$ cat src/rtl/qr_sched_pkg.sv
// Shared types and constants for the 4x4 QR triangularization scheduler:
// scheme selects, FSM states, the fixed Givens step table and tag layout.
package qr_sched_pkg;

  typedef logic [1:0] lane_t;
  typedef logic [2:0] step_idx_t;

  typedef struct packed {
    lane_t row_a;
    lane_t row_b;
    lane_t col;
  } step_t;

  typedef struct packed {
    logic  valid;
    lane_t row_a;
    lane_t row_b;
    lane_t col;
  } tag_t;

  typedef enum logic [1:0] {
    IDLE,
    RUN,
    DONE
  } state_e;

  // PE0 vectors pair0 and rotates pair1; PE1 rotates both pairs by PE0's angle.
  localparam logic [1:0] SCHEME_VEC_ROT = 2'd2;
  localparam logic [1:0] SCHEME_ROT     = 2'd2;

  localparam int unsigned NUM_STEPS   = 6;
  localparam step_idx_t   STEPS_DONE  = 3'd6;

  localparam step_t STEP_TABLE [NUM_STEPS] = '{
    '{row_a: 2'd2, row_b: 2'd3, col: 2'd0},
    '{row_a: 2'd1, row_b: 2'd2, col: 2'd0},
    '{row_a: 2'd0, row_b: 2'd1, col: 2'd0},
    '{row_a: 2'd2, row_b: 2'd3, col: 2'd1},
    '{row_a: 2'd1, row_b: 2'd2, col: 2'd1},
    '{row_a: 2'd2, row_b: 2'd3, col: 2'd2}
  };

  // Columns c..3 are rewritten by a step with base column c.
  function automatic logic [3:0] col_mask(input lane_t c);
    return 4'b1111 << c;
  endfunction

endpackage

$ cat src/rtl/qr_sched_pipe.sv
// In-flight step tracker: a DEPTH-stage tag shift pipe whose last stage is
// the writeback slot, plus the OR of all rows currently held by a step.
module qr_sched_pipe
  import qr_sched_pkg::*;
#(
  parameter int unsigned DEPTH = 4
) (
  input  logic       clk,
  input  logic       rst,
  input  logic       push,
  input  step_t      push_step,
  output tag_t       wb_tag,
  output logic [3:0] busy_rows,
  output logic       last_wb
);

  tag_t pipe [DEPTH];

  always_ff @(posedge clk) begin
    if (rst) begin
      for (int unsigned i = 0; i < DEPTH; i++) pipe[i] <= '0;
    end else begin
      if (push) begin
        pipe[0] <= '{valid: 1'b1, row_a: push_step.row_a,
                     row_b: push_step.row_b, col: push_step.col};
      end else begin
        pipe[0] <= '0;
      end
      for (int unsigned i = 1; i < DEPTH; i++) pipe[i] <= pipe[i-1];
    end
  end

  assign wb_tag = pipe[DEPTH-1];

  // A row stays busy through its writeback cycle, so the last stage counts too.
  always_comb begin
    busy_rows = '0;
    for (int unsigned i = 0; i < DEPTH; i++) begin
      if (pipe[i].valid) begin
        busy_rows[pipe[i].row_a] = 1'b1;
        busy_rows[pipe[i].row_b] = 1'b1;
      end
    end
  end

  always_comb begin
    last_wb = pipe[DEPTH-1].valid;
    for (int unsigned i = 0; i + 1 < DEPTH; i++) begin
      if (pipe[i].valid) last_wb = 1'b0;
    end
  end

endmodule

$ cat src/rtl/qr_scheduler.sv
// Issue/writeback sequencer for one 4x4 Givens triangularization run; holds
// each step until both of its rows are free of in-flight work.
module qr_scheduler
  import qr_sched_pkg::*;
#(
  parameter int unsigned PE_LAT   = 4,
  parameter int unsigned BITWIDTH = 18
) (
  input  logic       clk,
  input  logic       rst,
  input  logic       start_i,
  output logic       busy_o,
  output logic       done_o,
  output logic       rd_en_o,
  output logic [1:0] rd_row_a_o,
  output logic [1:0] rd_row_b_o,
  output logic [1:0] rd_col_o,
  output logic [1:0] pe0_valid_o,
  output logic [1:0] pe1_valid_o,
  output logic [1:0] pe0_scheme_o,
  output logic [1:0] pe1_scheme_o,
  output logic       wr_en_o,
  output logic [1:0] wr_row_a_o,
  output logic [1:0] wr_row_b_o,
  output logic [1:0] wr_col_o,
  output logic [3:0] wr_col_mask_o,
  output logic [2:0] step_o
);

  if (PE_LAT < 1 || BITWIDTH < 1) begin : g_param_check
    $error("qr_scheduler: PE_LAT and BITWIDTH must be at least 1");
  end

  state_e     state, state_next;
  step_idx_t  step_cnt;
  step_t      cur;
  logic       issue;
  tag_t       wb_tag;
  logic [3:0] busy_rows;
  logic       last_wb;

  qr_sched_pipe #(.DEPTH(PE_LAT)) u_pipe (
    .clk       (clk),
    .rst       (rst),
    .push      (issue),
    .push_step (cur),
    .wb_tag    (wb_tag),
    .busy_rows (busy_rows),
    .last_wb   (last_wb)
  );

  always_ff @(posedge clk) begin
    if (rst) state <= IDLE;
    else     state <= state_next;
  end

  always_comb begin
    state_next = state;
    case (state)
      IDLE:    if (start_i) state_next = RUN;
      RUN:     if (step_cnt == STEPS_DONE && last_wb) state_next = DONE;
      DONE:    state_next = IDLE;
      default: state_next = IDLE;
    endcase
  end

  // Cleared while in DONE so the counter already reads 0 on return to IDLE.
  always_ff @(posedge clk) begin
    if (rst || state == DONE) step_cnt <= '0;
    else if (issue)           step_cnt <= step_cnt + 3'd1;
  end

  always_comb begin
    cur = '0;
    if (step_cnt != STEPS_DONE) cur = STEP_TABLE[step_cnt];
  end

  always_comb begin
    issue = (state == RUN) && (step_cnt != STEPS_DONE) &&
            !busy_rows[cur.row_a] && !busy_rows[cur.row_b];

    busy_o        = (state == RUN);
    done_o        = (state == DONE);
    step_o        = step_cnt;
    rd_en_o       = 1'b0;
    rd_row_a_o    = '0;
    rd_row_b_o    = '0;
    rd_col_o      = '0;
    pe0_valid_o   = '0;
    pe1_valid_o   = '0;
    pe0_scheme_o  = '0;
    pe1_scheme_o  = '0;
    wr_en_o       = 1'b0;
    wr_row_a_o    = '0;
    wr_row_b_o    = '0;
    wr_col_o      = '0;
    wr_col_mask_o = '0;

    if (issue) begin
      rd_en_o      = 1'b1;
      rd_row_a_o   = cur.row_a;
      rd_row_b_o   = cur.row_b;
      rd_col_o     = cur.col;
      pe0_valid_o  = '1;
      pe1_valid_o  = '1;
      pe0_scheme_o = SCHEME_VEC_ROT;
      pe1_scheme_o = SCHEME_ROT;
    end

    if (wb_tag.valid) begin
      wr_en_o       = 1'b1;
      wr_row_a_o    = wb_tag.row_a;
      wr_row_b_o    = wb_tag.row_b;
      wr_col_o      = wb_tag.col;
      wr_col_mask_o = col_mask(wb_tag.col);
    end
  end

endmodule

$ cat config.mk
export PLATFORM = sky130hd
export DESIGN_NAME = qr_scheduler
export DESIGN_NICKNAME = d
export VERILOG_FILES = /design/src/rtl/qr_sched_pkg.sv /design/src/rtl/qr_sched_pipe.sv /design/src/rtl/qr_scheduler.sv
export SDC_FILE = /design/constraint.sdc
export NUM_CORES = 1
export LEC_CHECK = 0
export ABC_AREA = 1
export CAP_MARGIN = 20
export CORE_MARGIN = 3
export CORE_UTILIZATION = 41
export CTS_CLUSTER_SIZE = 10
export DETAILED_ROUTE_END_ITERATION = 8
export PLACE_DENSITY = 0.66
export SYNTH_ARGS = -nofsm -noshare
export SYNTH_HDL_FRONTEND = slang
export SYNTH_SLANG_ARGS = --single-unit
export TNS_END_PERCENT = 100
$ cat constraint.sdc
create_clock -name clk -period 3.9 [get_ports clk]
set_input_delay 0.975 -clock clk [delete_from_list [all_inputs] [get_ports clk]]
set_output_delay 0.975 -clock clk [all_outputs]
set_load 0.05 [all_outputs]
==> impl_metrics.env <==
export IMPL_critPathRequiredTime_ns=2.92
export IMPL_clk_latency_ns=0.28
export IMPL_cts_buffer_depth=2
export IMPL_initial_core_util_pct=44.6
export IMPL_crit_path_end_kind="output port"
export IMPL_setup_viol=0
export IMPL_grt_use_total_pct=14.5
export IMPL_diodes=0
export IMPL_grt_max_degree=28
export IMPL_io_buffers=31
export IMPL_cts_reportedPaths_clkPinSlew_ns=0.07
export IMPL_path_buf_inv=2
export IMPL_dieWidth_um=70.5
export IMPL_ioPinCount=34
export IMPL_status="finished, final reports clean"
export IMPL_period_needed_ns=3.60
export IMPL_antenna_left=0
export IMPL_hold_viol=0
export IMPL_crit_slowest_cell="dlygate4sd2_1"
export IMPL_fin_crit_sh_pct=92.4
export IMPL_path_cells="inv_2 -> ha_1 -> nand2_2 -> nand3_1 -> nand2_1 -> nand2_1 -> o21ai_2 -> nand2_2 -> nor2_4 -> nand2_4 -> nor2_1 -> dlygate4sd2_1"
export IMPL_synthMuxAreaShare_pct=0
export IMPL_p_total_uw=865
export IMPL_syn_to_final_growth_pct=23.2
export IMPL_critPathMaxFanout=8
export IMPL_critPathArrivalTime_ns=2.63
export IMPL_maxCapViolCount=0
export IMPL_setup_tns_ns=0
export IMPL_crit_family="simple AND/OR/NAND/NOR gates"
export IMPL_ys_seq_area_share_pct=38.7
export IMPL_gp_congestion=0.899
export IMPL_layout_nets=296
export IMPL_first_iter_violations=91
export IMPL_synthAdderAreaFrac_pct=2.93
export IMPL_fin_skew_ns=0.00715
export IMPL_synth_compound_area_share_pct=4.76
export IMPL_netlist_area_um2=1710
export IMPL_grt_pass1_vias=1395
export IMPL_clock_sinks=33
export IMPL_rsz0062_at_grt="false"
export IMPL_ys_seq_elements=33
export IMPL_synth_top_family_by_area="simple AND/OR/NAND/NOR gates"
export IMPL_grt_antenna_before_repair=0
export IMPL_synth_xor_area_share_pct=0.513
export IMPL_wl_per_cell_um=9.70
export IMPL_yosysUniqueCellTypes=27
export IMPL_cts_buffers=5
export IMPL_overflow=0
export IMPL_htree_num_levels=2
export IMPL_maxSlewViolCount=0
export IMPL_cts_tree="done"
export IMPL_grt_pass1_wl_um=5790
export IMPL_wirelength_um=3280
export IMPL_relSlewSlack_pct=66.4
export IMPL_cts_root_buf="clkbuf_8"
export IMPL_cts_setup_buffers=0
export IMPL_synthSimpleGateAreaFrac_pct=37.7
export IMPL_fp_coreArea_um2=3830
export IMPL_max_stage_delay_ns=0.53
export IMPL_yosysWarnings=0
export IMPL_synth_avg_cell_area_um2=6.49
export IMPL_dieArea_um2=4980
export IMPL_layout_drive_gt1_share_pct=10.7
export IMPL_reg2reg_slack_ns=1.81
export IMPL_die_y_um=70.5
export IMPL_netlist_instances=263
export IMPL_leakage_uw=0.00111
export IMPL_dpl_hpwl_um=2510
export IMPL_hp_class="flop to flop"
export IMPL_vias=1508
export IMPL_path_class="flop to output port"
export IMPL_power_per_cell_area_nw_per_um2=411
export IMPL_max_freq_mhz=277
export IMPL_ir_worst_vdd_mv=0.220
export IMPL_viasPerCell=4.46
export IMPL_cp_start_kind="flop"
export IMPL_tightest_slew_ns=0.502
export IMPL_row_count=22
export IMPL_firstDrtPassIters=4
export IMPL_drc=0
-- final timing paths --
| path | cells after the start | startpoint | endpoint |
|---|---|---|---|
| worst max-delay path | 12 | step_o[0] | rd_col_o[0] |
| worst min-delay path | 2 | u_pipe.pipe[2][0] | u_pipe.pipe[3][0] |
| worst max register to register | 12 | step_o[0] | step_o[0] |
| worst min register to register | 2 | u_pipe.pipe[2][0] | u_pipe.pipe[3][0] |
-- layout by cell type (no fill, tap or decap), types with 2 or more instances in the layout --
master           synthesis  final
nand2_2                  7      7
nor3_1                   3      3
nand3_2                  2      2
nand3_1                  5      5
conb_1                   1      2
o21ai_1                  2      2
nor2_1                  55     55
dlygate4sd2_1            0      5
clkdlybuf4s50_1          0     18
o21ai_2                  2      2
inv_2                    2      2
a21oi_1                  4      4
o21ai_0                  5      5
buf_4                   10      6
nor2_4                   2      2
clkbuf_8                 0      6
dfxtp_1                 33     33
inv_1                   43     43
ha_1                     4      4
nand2_1                 72     72
dlymetal6s2s_1           0      3
-- report_power, final --
group | switching, µW | internal, µW | total [µW]
clock network | 116 | 208 | 324
registers | 11.9 | 348 | 360
logic | 129 | 52.5 | 181
total | 257 | 608 | 865
-- layer usage --
metal / up-vias / wire, µm / track usage, %
met5: - / 0 / 0
met1: 647 / 1550 / 17.2
met3: 10 / 188 / 3.98
li1: 814 / - / -
met4: 0 / 67 / 6.47
met2: 37 / 1470 / 24.4
-- cells in the mapped netlist --
cell type | instances | share of area [%]
a21oi_1 | 4 | 1.2
nand3_2 | 2 | 1.2
nor4_1 | 1 | 0.37
o21ai_0 | 5 | 1.5
a2bb2oi_1 | 1 | 0.51
conb_1 | 1 | 0.22
nor2_2 | 1 | 0.37
buf_2 | 1 | 0.29
nand2_1 | 72 | 16
nor2_4 | 2 | 1.3
xor2_1 | 1 | 0.51
buf_1 | 1 | 0.22
nor3_1 | 3 | 0.88
o21ai_1 | 2 | 0.59
nor3_2 | 1 | 0.59
clkbuf_1 | 2 | 0.44
ha_1 | 4 | 2.9
inv_1 | 43 | 9.5
o21ai_2 | 2 | 1.0
nand4_1 | 1 | 0.37
nand2_4 | 1 | 0.66
dfxtp_1 | 33 | 39
inv_2 | 2 | 0.44
nor2_1 | 55 | 12
nand3_1 | 5 | 1.5
nand2_2 | 7 | 2.6
buf_4 | 10 | 4.4
-- flip-flops by register name, indices dropped and copies added, names as in the netlist --
| register | cells |
|---|---|
| step_o | 3 |
| u_pipe.pipe | 28 |
| state | 2 |
-- stage by stage --
step	utilization, %	setup WS, ns	instance area [µm²]	hold slack, ns	std cells
after floorplan	-	0.0438	1710	0.388	264
after global placement	51.9	0.330	1990	0.389	330
after detailed placement	51.9	0.317	1990	0.394	330
after CTS	54.8	0.000969	2100	0.403	338
after global routing	55.0	0.0542	2100	0.415	338
final	55.0	0.296	2100	0.401	338
-- tightest hold or removal path: stages, from the launching register on --
cell and delay (ns):
dfxtp_1 0.30, inv_1 0.04, nor2_1 0.03
-- logic make-up after synthesis --
family,after synthesis
simple gates,151
buf+inv,59
flops,33
compound gates,14
fa+ha+maj,4
xor+xnor,1
other cells,1
-- timing repair --
action	in CTS	in global routing
hold buffers	0	0
pin swaps	0	0
endpoints found under the setup margin	8	3
resized for setup	5	3
-- final cells by class --
type / count / area, µm²
repair buffers: 32 / 307
clock inverters: 1 / 30.0
well taps: 48 / 60.1
inverters: 45 / 169
clock buffers: 7 / 86.3
flip-flops and latches: 33 / 661
multi-input cells: 172 / 791
fillers: 387 / 1720
(Power assumes the default switching activity.)
